$ cat src/rtl/fetch_pkg.sv
// Shared types and constants for the instruction fetch stage.
package fetch_pkg;

    localparam int unsigned INSTR_W          = 32;
    localparam logic [31:0] PC_INC           = 32'd4;
    localparam logic [31:0] DEFAULT_RESET_PC = 32'h0000_0000;

    typedef enum logic [1:0] {
        StIdle,
        StReq,
        StHold,
        StDrop
    } fetch_state_e;

endpackage

$ cat src/rtl/instr_fetch_if.sv
// Fetch-stage bus: instruction-memory handshake, decoder handoff and redirect inputs.
interface instr_fetch_if;
    import fetch_pkg::*;

    logic               imem_req;
    logic [31:0]        imem_addr;
    logic               imem_ack;
    logic [INSTR_W-1:0] imem_rdata;
    logic               if_valid;
    logic [INSTR_W-1:0] if_instr;
    logic [31:0]        if_pc;
    logic [31:0]        if_pc4;
    logic               id_ready;
    logic               jump;
    logic [31:0]        jump_target;
    logic               br_taken;
    logic [31:0]        br_target;

    modport master (
        output imem_req, imem_addr, if_valid, if_instr, if_pc, if_pc4,
        input  imem_ack, imem_rdata, id_ready, jump, jump_target, br_taken, br_target
    );

    modport slave (
        input  imem_req, imem_addr, if_valid, if_instr, if_pc, if_pc4,
        output imem_ack, imem_rdata, id_ready, jump, jump_target, br_taken, br_target
    );

endinterface

$ cat src/rtl/fetch_pc_sel.sv
// Next-PC selection: sequential increment plus redirect target (jump over branch, word aligned).
module fetch_pc_sel
    import fetch_pkg::*;
(
    input  logic [31:0] pc_i,
    input  logic        jump_i,
    input  logic [31:0] jump_target_i,
    input  logic        br_taken_i,
    input  logic [31:0] br_target_i,
    output logic        redirect_o,
    output logic [31:0] target_o,
    output logic [31:0] pc_inc_o
);

    always_comb begin
        redirect_o    = jump_i | br_taken_i;
        target_o      = jump_i ? jump_target_i : br_target_i;
        target_o[1:0] = 2'b00;
        pc_inc_o      = pc_i + PC_INC;
    end

endmodule

$ cat src/rtl/instr_fetch.sv
// Instruction fetch FSM: issues word fetches, holds one instruction for decode, handles redirects.
// Optional IFETCH_PERF_EN adds a fetch_count output counting consumed instructions.
module instr_fetch
    import fetch_pkg::*;
#(
    parameter logic [31:0] RESET_PC = DEFAULT_RESET_PC
) (
    input  logic          clk,
    input  logic          rst_n,
    instr_fetch_if.master bus
`ifdef IFETCH_PERF_EN
    ,
    output logic [31:0]   fetch_count
`endif
);

    localparam logic [31:0] ResetPcAl = {RESET_PC[31:2], 2'b00};

    fetch_state_e       state_q;
    logic [31:0]        pc_q;
    logic               imem_req_q;
    logic [31:0]        imem_addr_q;
    logic               if_valid_q;
    logic [INSTR_W-1:0] if_instr_q;
    logic [31:0]        if_pc_q;
    logic [31:0]        if_pc4_q;

    logic               redirect;
    logic [31:0]        target;
    logic [31:0]        pc_inc;

    fetch_pc_sel u_pc_sel (
        .pc_i          (pc_q),
        .jump_i        (bus.jump),
        .jump_target_i (bus.jump_target),
        .br_taken_i    (bus.br_taken),
        .br_target_i   (bus.br_target),
        .redirect_o    (redirect),
        .target_o      (target),
        .pc_inc_o      (pc_inc)
    );

    always_ff @(posedge clk) begin
        if (!rst_n) begin
            state_q     <= StIdle;
            pc_q        <= ResetPcAl;
            imem_req_q  <= 1'b0;
            imem_addr_q <= ResetPcAl;
            if_valid_q  <= 1'b0;
            if_instr_q  <= '0;
            if_pc_q     <= 32'h0;
            if_pc4_q    <= PC_INC;
        end else begin
            unique case (state_q)
                StIdle: begin
                    state_q    <= StReq;
                    imem_req_q <= 1'b1;
                    if (redirect) begin
                        pc_q        <= target;
                        imem_addr_q <= target;
                    end else begin
                        imem_addr_q <= pc_q;
                    end
                end
                StReq: begin
                    if (redirect) begin
                        pc_q <= target;
                        // Data arriving with a redirect is wrong-path; refetch at once.
                        if (bus.imem_ack) begin
                            imem_addr_q <= target;
                        end else begin
                            state_q <= StDrop;
                        end
                    end else if (bus.imem_ack) begin
                        state_q    <= StHold;
                        imem_req_q <= 1'b0;
                        if_valid_q <= 1'b1;
                        if_instr_q <= bus.imem_rdata;
                        if_pc_q    <= pc_q;
                        if_pc4_q   <= pc_inc;
                        pc_q       <= pc_inc;
                    end
                end
                StHold: begin
                    if (redirect || bus.id_ready) begin
                        state_q    <= StReq;
                        imem_req_q <= 1'b1;
                        if_valid_q <= 1'b0;
                        if (redirect) begin
                            pc_q        <= target;
                            imem_addr_q <= target;
                        end else begin
                            imem_addr_q <= pc_q;
                        end
                    end
                end
                StDrop: begin
                    if (redirect) begin
                        pc_q <= target;
                    end
                    // Old request stays on the bus until its ack, which is then thrown away.
                    if (bus.imem_ack) begin
                        state_q     <= StReq;
                        imem_addr_q <= redirect ? target : pc_q;
                    end
                end
                default: state_q <= StIdle;
            endcase
        end
    end

`ifdef IFETCH_PERF_EN
    logic [31:0] fetch_count_q;

    always_ff @(posedge clk) begin
        if (!rst_n) begin
            fetch_count_q <= 32'h0;
        end else if (state_q == StHold && bus.id_ready && !redirect) begin
            fetch_count_q <= fetch_count_q + 32'd1;
        end
    end

    assign fetch_count = fetch_count_q;
`endif

    assign bus.imem_req  = imem_req_q;
    assign bus.imem_addr = imem_addr_q;
    assign bus.if_valid  = if_valid_q;
    assign bus.if_instr  = if_instr_q;
    assign bus.if_pc     = if_pc_q;
    assign bus.if_pc4    = if_pc4_q;

endmodule

$ cat src/flat_wrapper.sv
// flat-port wrapper written by rule: the top's interface ports become plain ports
module instr_fetch_flat import fetch_pkg::*;
#(
    parameter logic [31:0] RESET_PC = DEFAULT_RESET_PC
)
  (clk, rst_n, bus_imem_req, bus_imem_addr, bus_if_valid, bus_if_instr, bus_if_pc, bus_if_pc4, bus_imem_ack, bus_imem_rdata, bus_id_ready, bus_jump, bus_jump_target, bus_br_taken, bus_br_target);
  instr_fetch_if bus_i ();
  input  logic clk;
  input  logic rst_n;
  output wire logic [$bits(bus_i.imem_req)-1:0] bus_imem_req;
  output wire logic [$bits(bus_i.imem_addr)-1:0] bus_imem_addr;
  output wire logic [$bits(bus_i.if_valid)-1:0] bus_if_valid;
  output wire logic [$bits(bus_i.if_instr)-1:0] bus_if_instr;
  output wire logic [$bits(bus_i.if_pc)-1:0] bus_if_pc;
  output wire logic [$bits(bus_i.if_pc4)-1:0] bus_if_pc4;
  input wire logic [$bits(bus_i.imem_ack)-1:0] bus_imem_ack;
  input wire logic [$bits(bus_i.imem_rdata)-1:0] bus_imem_rdata;
  input wire logic [$bits(bus_i.id_ready)-1:0] bus_id_ready;
  input wire logic [$bits(bus_i.jump)-1:0] bus_jump;
  input wire logic [$bits(bus_i.jump_target)-1:0] bus_jump_target;
  input wire logic [$bits(bus_i.br_taken)-1:0] bus_br_taken;
  input wire logic [$bits(bus_i.br_target)-1:0] bus_br_target;
  assign bus_imem_req = bus_i.imem_req;
  assign bus_imem_addr = bus_i.imem_addr;
  assign bus_if_valid = bus_i.if_valid;
  assign bus_if_instr = bus_i.if_instr;
  assign bus_if_pc = bus_i.if_pc;
  assign bus_if_pc4 = bus_i.if_pc4;
  assign bus_i.imem_ack = bus_imem_ack;
  assign bus_i.imem_rdata = bus_imem_rdata;
  assign bus_i.id_ready = bus_id_ready;
  assign bus_i.jump = bus_jump;
  assign bus_i.jump_target = bus_jump_target;
  assign bus_i.br_taken = bus_br_taken;
  assign bus_i.br_target = bus_br_target;
  instr_fetch #(.RESET_PC(RESET_PC)) u_core (.clk(clk), .rst_n(rst_n), .bus(bus_i));
endmodule
$ cat config.mk
export PLATFORM = sky130hd
export DESIGN_NAME = instr_fetch_flat
export DESIGN_NICKNAME = d
export VERILOG_FILES = /design/src/rtl/fetch_pkg.sv /design/src/rtl/instr_fetch_if.sv /design/src/rtl/fetch_pc_sel.sv /design/src/rtl/instr_fetch.sv /design/src/flat_wrapper.sv
export SDC_FILE = /design/constraint.sdc
export NUM_CORES = 1
export LEC_CHECK = 0
export CAP_MARGIN = 10
export CORE_AREA = 10 10 124 126
export DETAILED_ROUTE_END_ITERATION = 6
export DIE_AREA = 0 0 134 136
export DONT_BUFFER_PORTS = 1
export GPL_ROUTABILITY_DRIVEN = 0
export HOLD_SLACK_MARGIN = 0.05
export PLACE_DENSITY_LB_ADDON = 0.1
export SLEW_MARGIN = 20
export SYNTH_ARGS = -nofsm -noshare
export SYNTH_HDL_FRONTEND = slang
export SYNTH_SLANG_ARGS = --single-unit
$ cat constraint.sdc
create_clock -name clk -period 2.2 [get_ports clk]
set_input_delay 0.44 -clock clk [delete_from_list [all_inputs] [get_ports clk]]
set_output_delay 0.44 -clock clk [all_outputs]
set_load 0.02 [all_outputs]
==> results of run 1 <==
==> path summary, 6_finish.rpt <==
kind | to | cells after the start
setup / recovery | u_core.pc_q[19] | 5
setup reg to reg | u_core.pc_q[19] | 5
hold / removal | u_core.bus.if_pc4[2] | 1
hold reg to reg | u_core.bus.imem_addr[1] | 2
==> registers in the layout (all words and copies together), names as in the netlist <==
register              cells
u_core.bus.imem_addr     32
u_core.bus.if_valid       1
u_core.bus.if_instr      32
u_core.pc_q              32
u_core.state_q            2
u_core.bus.if_pc4        30
u_core.bus.imem_req       1
u_core.bus.if_pc         32
==> synth_stat cells, types with 21 or more instances <==
| cell | number | area (um^2) |
|---|---|---|
| a21oi_1 | 133 | 665.6 |
| buf_2 | 41 | 205.2 |
| clkbuf_1 | 27 | 101.4 |
| dfxtp_1 | 162 | 3243 |
| mux2i_1 | 25 | 250.2 |
| nand2_1 | 242 | 908.4 |
| nand3_1 | 21 | 105.1 |
| nor2_1 | 30 | 112.6 |
| o211ai_1 | 30 | 225.2 |
| o21ai_0 | 29 | 145.1 |
| xnor2_1 | 25 | 219.0 |
| xor2_1 | 26 | 227.7 |
==> power breakdown <==
part	leakage, uW	internal (uW)	switching, uW	total [uW]
Sequential	0.00132	3070	266	3340
Clock	0.000279	1590	1280	2870
Combinational	0.00138	263	373	636
Total	0.00299	4920	1920	6840
==> cells by family (layout without fill, tap and decap cells) <==
| kind of cell | count (synthesis) | after routing | share of synthesized area |
|---|---|---|---|
| simple gates | 365 | 365 | 0.2257 |
| compound gates | 227 | 227 | 0.1755 |
| xor+xnor | 51 | 51 | 0.05900 |
| mux | 31 | 31 | 0.04247 |
| fa+ha+maj | 1 | 1 | 0.001652 |
| flops | 162 | 162 | 0.4284 |
| buf+inv | 97 | 72 | 0.06726 |
==> through the flow <==
| step | setup slack, ps | instance area [um^2] | std cells | hold WS [ps] |
|---|---|---|---|---|
| 5_1_grt | 123.4 | 8185 | 1085 | 80.57 |
| 6_report | 249.1 | 8185 | 1085 | 116.8 |
| 2_1_floorplan | 434.0 | 7571 | 934 | 440.7 |
| 3_5_place_dp | 304.1 | 7612 | 1053 | 497.6 |
| 4_1_cts | 276.2 | 8185 | 1085 | 68.46 |
| 3_3_place_gp | 377.3 | 7612 | 1053 | 492.3 |
==> metal layers <==
metal / global-route usage / vias to the layer above / routed length, um
met4: 0.09432 / 0 / 429
met2: 0.4232 / 187 / 11770
met3: 0.07897 / 33 / 1623
li1: - / 3123 / -
met5: 0 / - / 0
met1: 0.2295 / 3125 / 7892
==> worst max-delay path: stages (launching register included) <==
cell,delay [ps]
dfxtp_1,520
nand4_2,280
nor4_4,470
a41o_1,270
nand2_1,80
a221oi_2,230
==> cell type report <==
cell class | instances | area [um^2] | share of cell area
timing repair buffer | 35 | 300.3 | 0.03669
tap | 176 | 220.2 | 0.02690
sequential | 162 | 3243 | 0.3962
inverter | 5 | 20.02 | 0.002446
multi-input combinational | 675 | 3829 | 0.4677
clock inverter | 15 | 147.6 | 0.01804
clock buffer | 17 | 425.4 | 0.05197
==> flow_metrics.tcl, run 1 <==
set metrics [dict create \
    status "finished clean" \
    skew_ps 6.956 \
    ios 232 \
    critPathCaptureType "flip-flop" \
    cap_viol_max_count 0 \
    clock_sinks 162 \
    crit_start "u_core.pc_q[12]" \
    cp_data_required_time_ps 2530 \
    hold_violations 0 \
    area_growth_pct 8.114 \
    ys.flop_type "dfxtp_1" \
    port_buffers 0 \
    hpwlAfterDp_um 16170 \
    synth_seq_area_share 0.4284 \
    drt_iter0_drc 412 \
    syn_area_mm2 0.007571 \
    vias 6468 \
    num-fill-cells 1143 \
    antenna_found_initial 0 \
    dieArea_mm2 0.01822 \
    ant_nets 0 \
    start_kind "flip-flop" \
    utilization 0.6306 \
    ys_ff_latch 162 \
    p_leak_uw 0.002986 \
    grt_usage 0.2287 \
    grt_pass1_wl_um 33270 \
    cts_hold_buf 0 \
    die-height_um 136 \
    tightest_slew_ps 701.2 \
    htreeDepth 4 \
    post_drt_wl_per_cell_um 20.02 \
    finalPower_uw 6843 \
    clk_pin_slew_ps 70 \
    crit_type "reg -> reg" \
    synthCells 934 \
    fin_crit_sh 0.8868 \
    drive_gt1_frac 0.1078 \
    overflow 0 \
    syn-num-nets 1037 \
    grt_start_max_net_pins 68 \
    hp-start "rst_n" \
    tritoncts "yes" \
    synth.distinct_cells 58 \
    peakVddDrop_v 0.0004408 \
    slew_headroom 0.5326 \
    cts_root_buf "clkbuf_16" \
    routed_via_density 5.961 \
    setup_viol 0 \
    critPathMaxFanout 6 \
    synth-edff-count 0 \
    drc 0 \
    finalMaxSlewViolations 0 \
    cts_setup_buffers 0 \
    initial_core_util 0.5833 \
    cts.repair.resized 0 \
    grt_pass1_vias 6268 \
    fmax_mhz 512.6 \
    cts-buffers-inserted 17 \
    core_mm2 0.01298 \
    p_per_area_mw_per_mm2 836.0 \
    n_antenna_cell 0 \
    final_cell_mix "nand2_1, dfxtp_1, a21oi_1" \
    r2r_slack_ps 250 \
    synthArstFlopShare 0 \
    avgSynthCellArea_um2 8.106 \
    final_nets 999 \
    hold_path.class "in -> reg" \
    rsz0062_at_grt "no" \
    dieWidth_um 134 \
    final_common_cell "nand2_1" \
    drt-total-wl_um 21720 \
    row_count 42 \
    finalSetupTns_ps 0 \
    firstDrtPassIters 5 \
    yosysWarnings 0 \
    r2r_start "u_core.pc_q[12]" \
    finalCriticalPeriod_ps 1951 \
    clk_latency_ps 430 \
    cp.arrival_ps 2280 \
    cts_buffer_depth 2 \
]
No activity file was read; power rests on OpenSTA's default activity.
==> run 2, diff against run 1 <==
--- a/config.mk
+++ b/config.mk
@@ -5,6 +5,7 @@
 export SDC_FILE = /design/constraint.sdc
 export NUM_CORES = 1
 export LEC_CHECK = 0
+export ABC_AREA = 0
 export CAP_MARGIN = 10
 export CORE_AREA = 10 10 124 126
 export DETAILED_ROUTE_END_ITERATION = 6
==> results of run 2 <==
No change in the layout: final DEF, timing and power equal those of run 1.
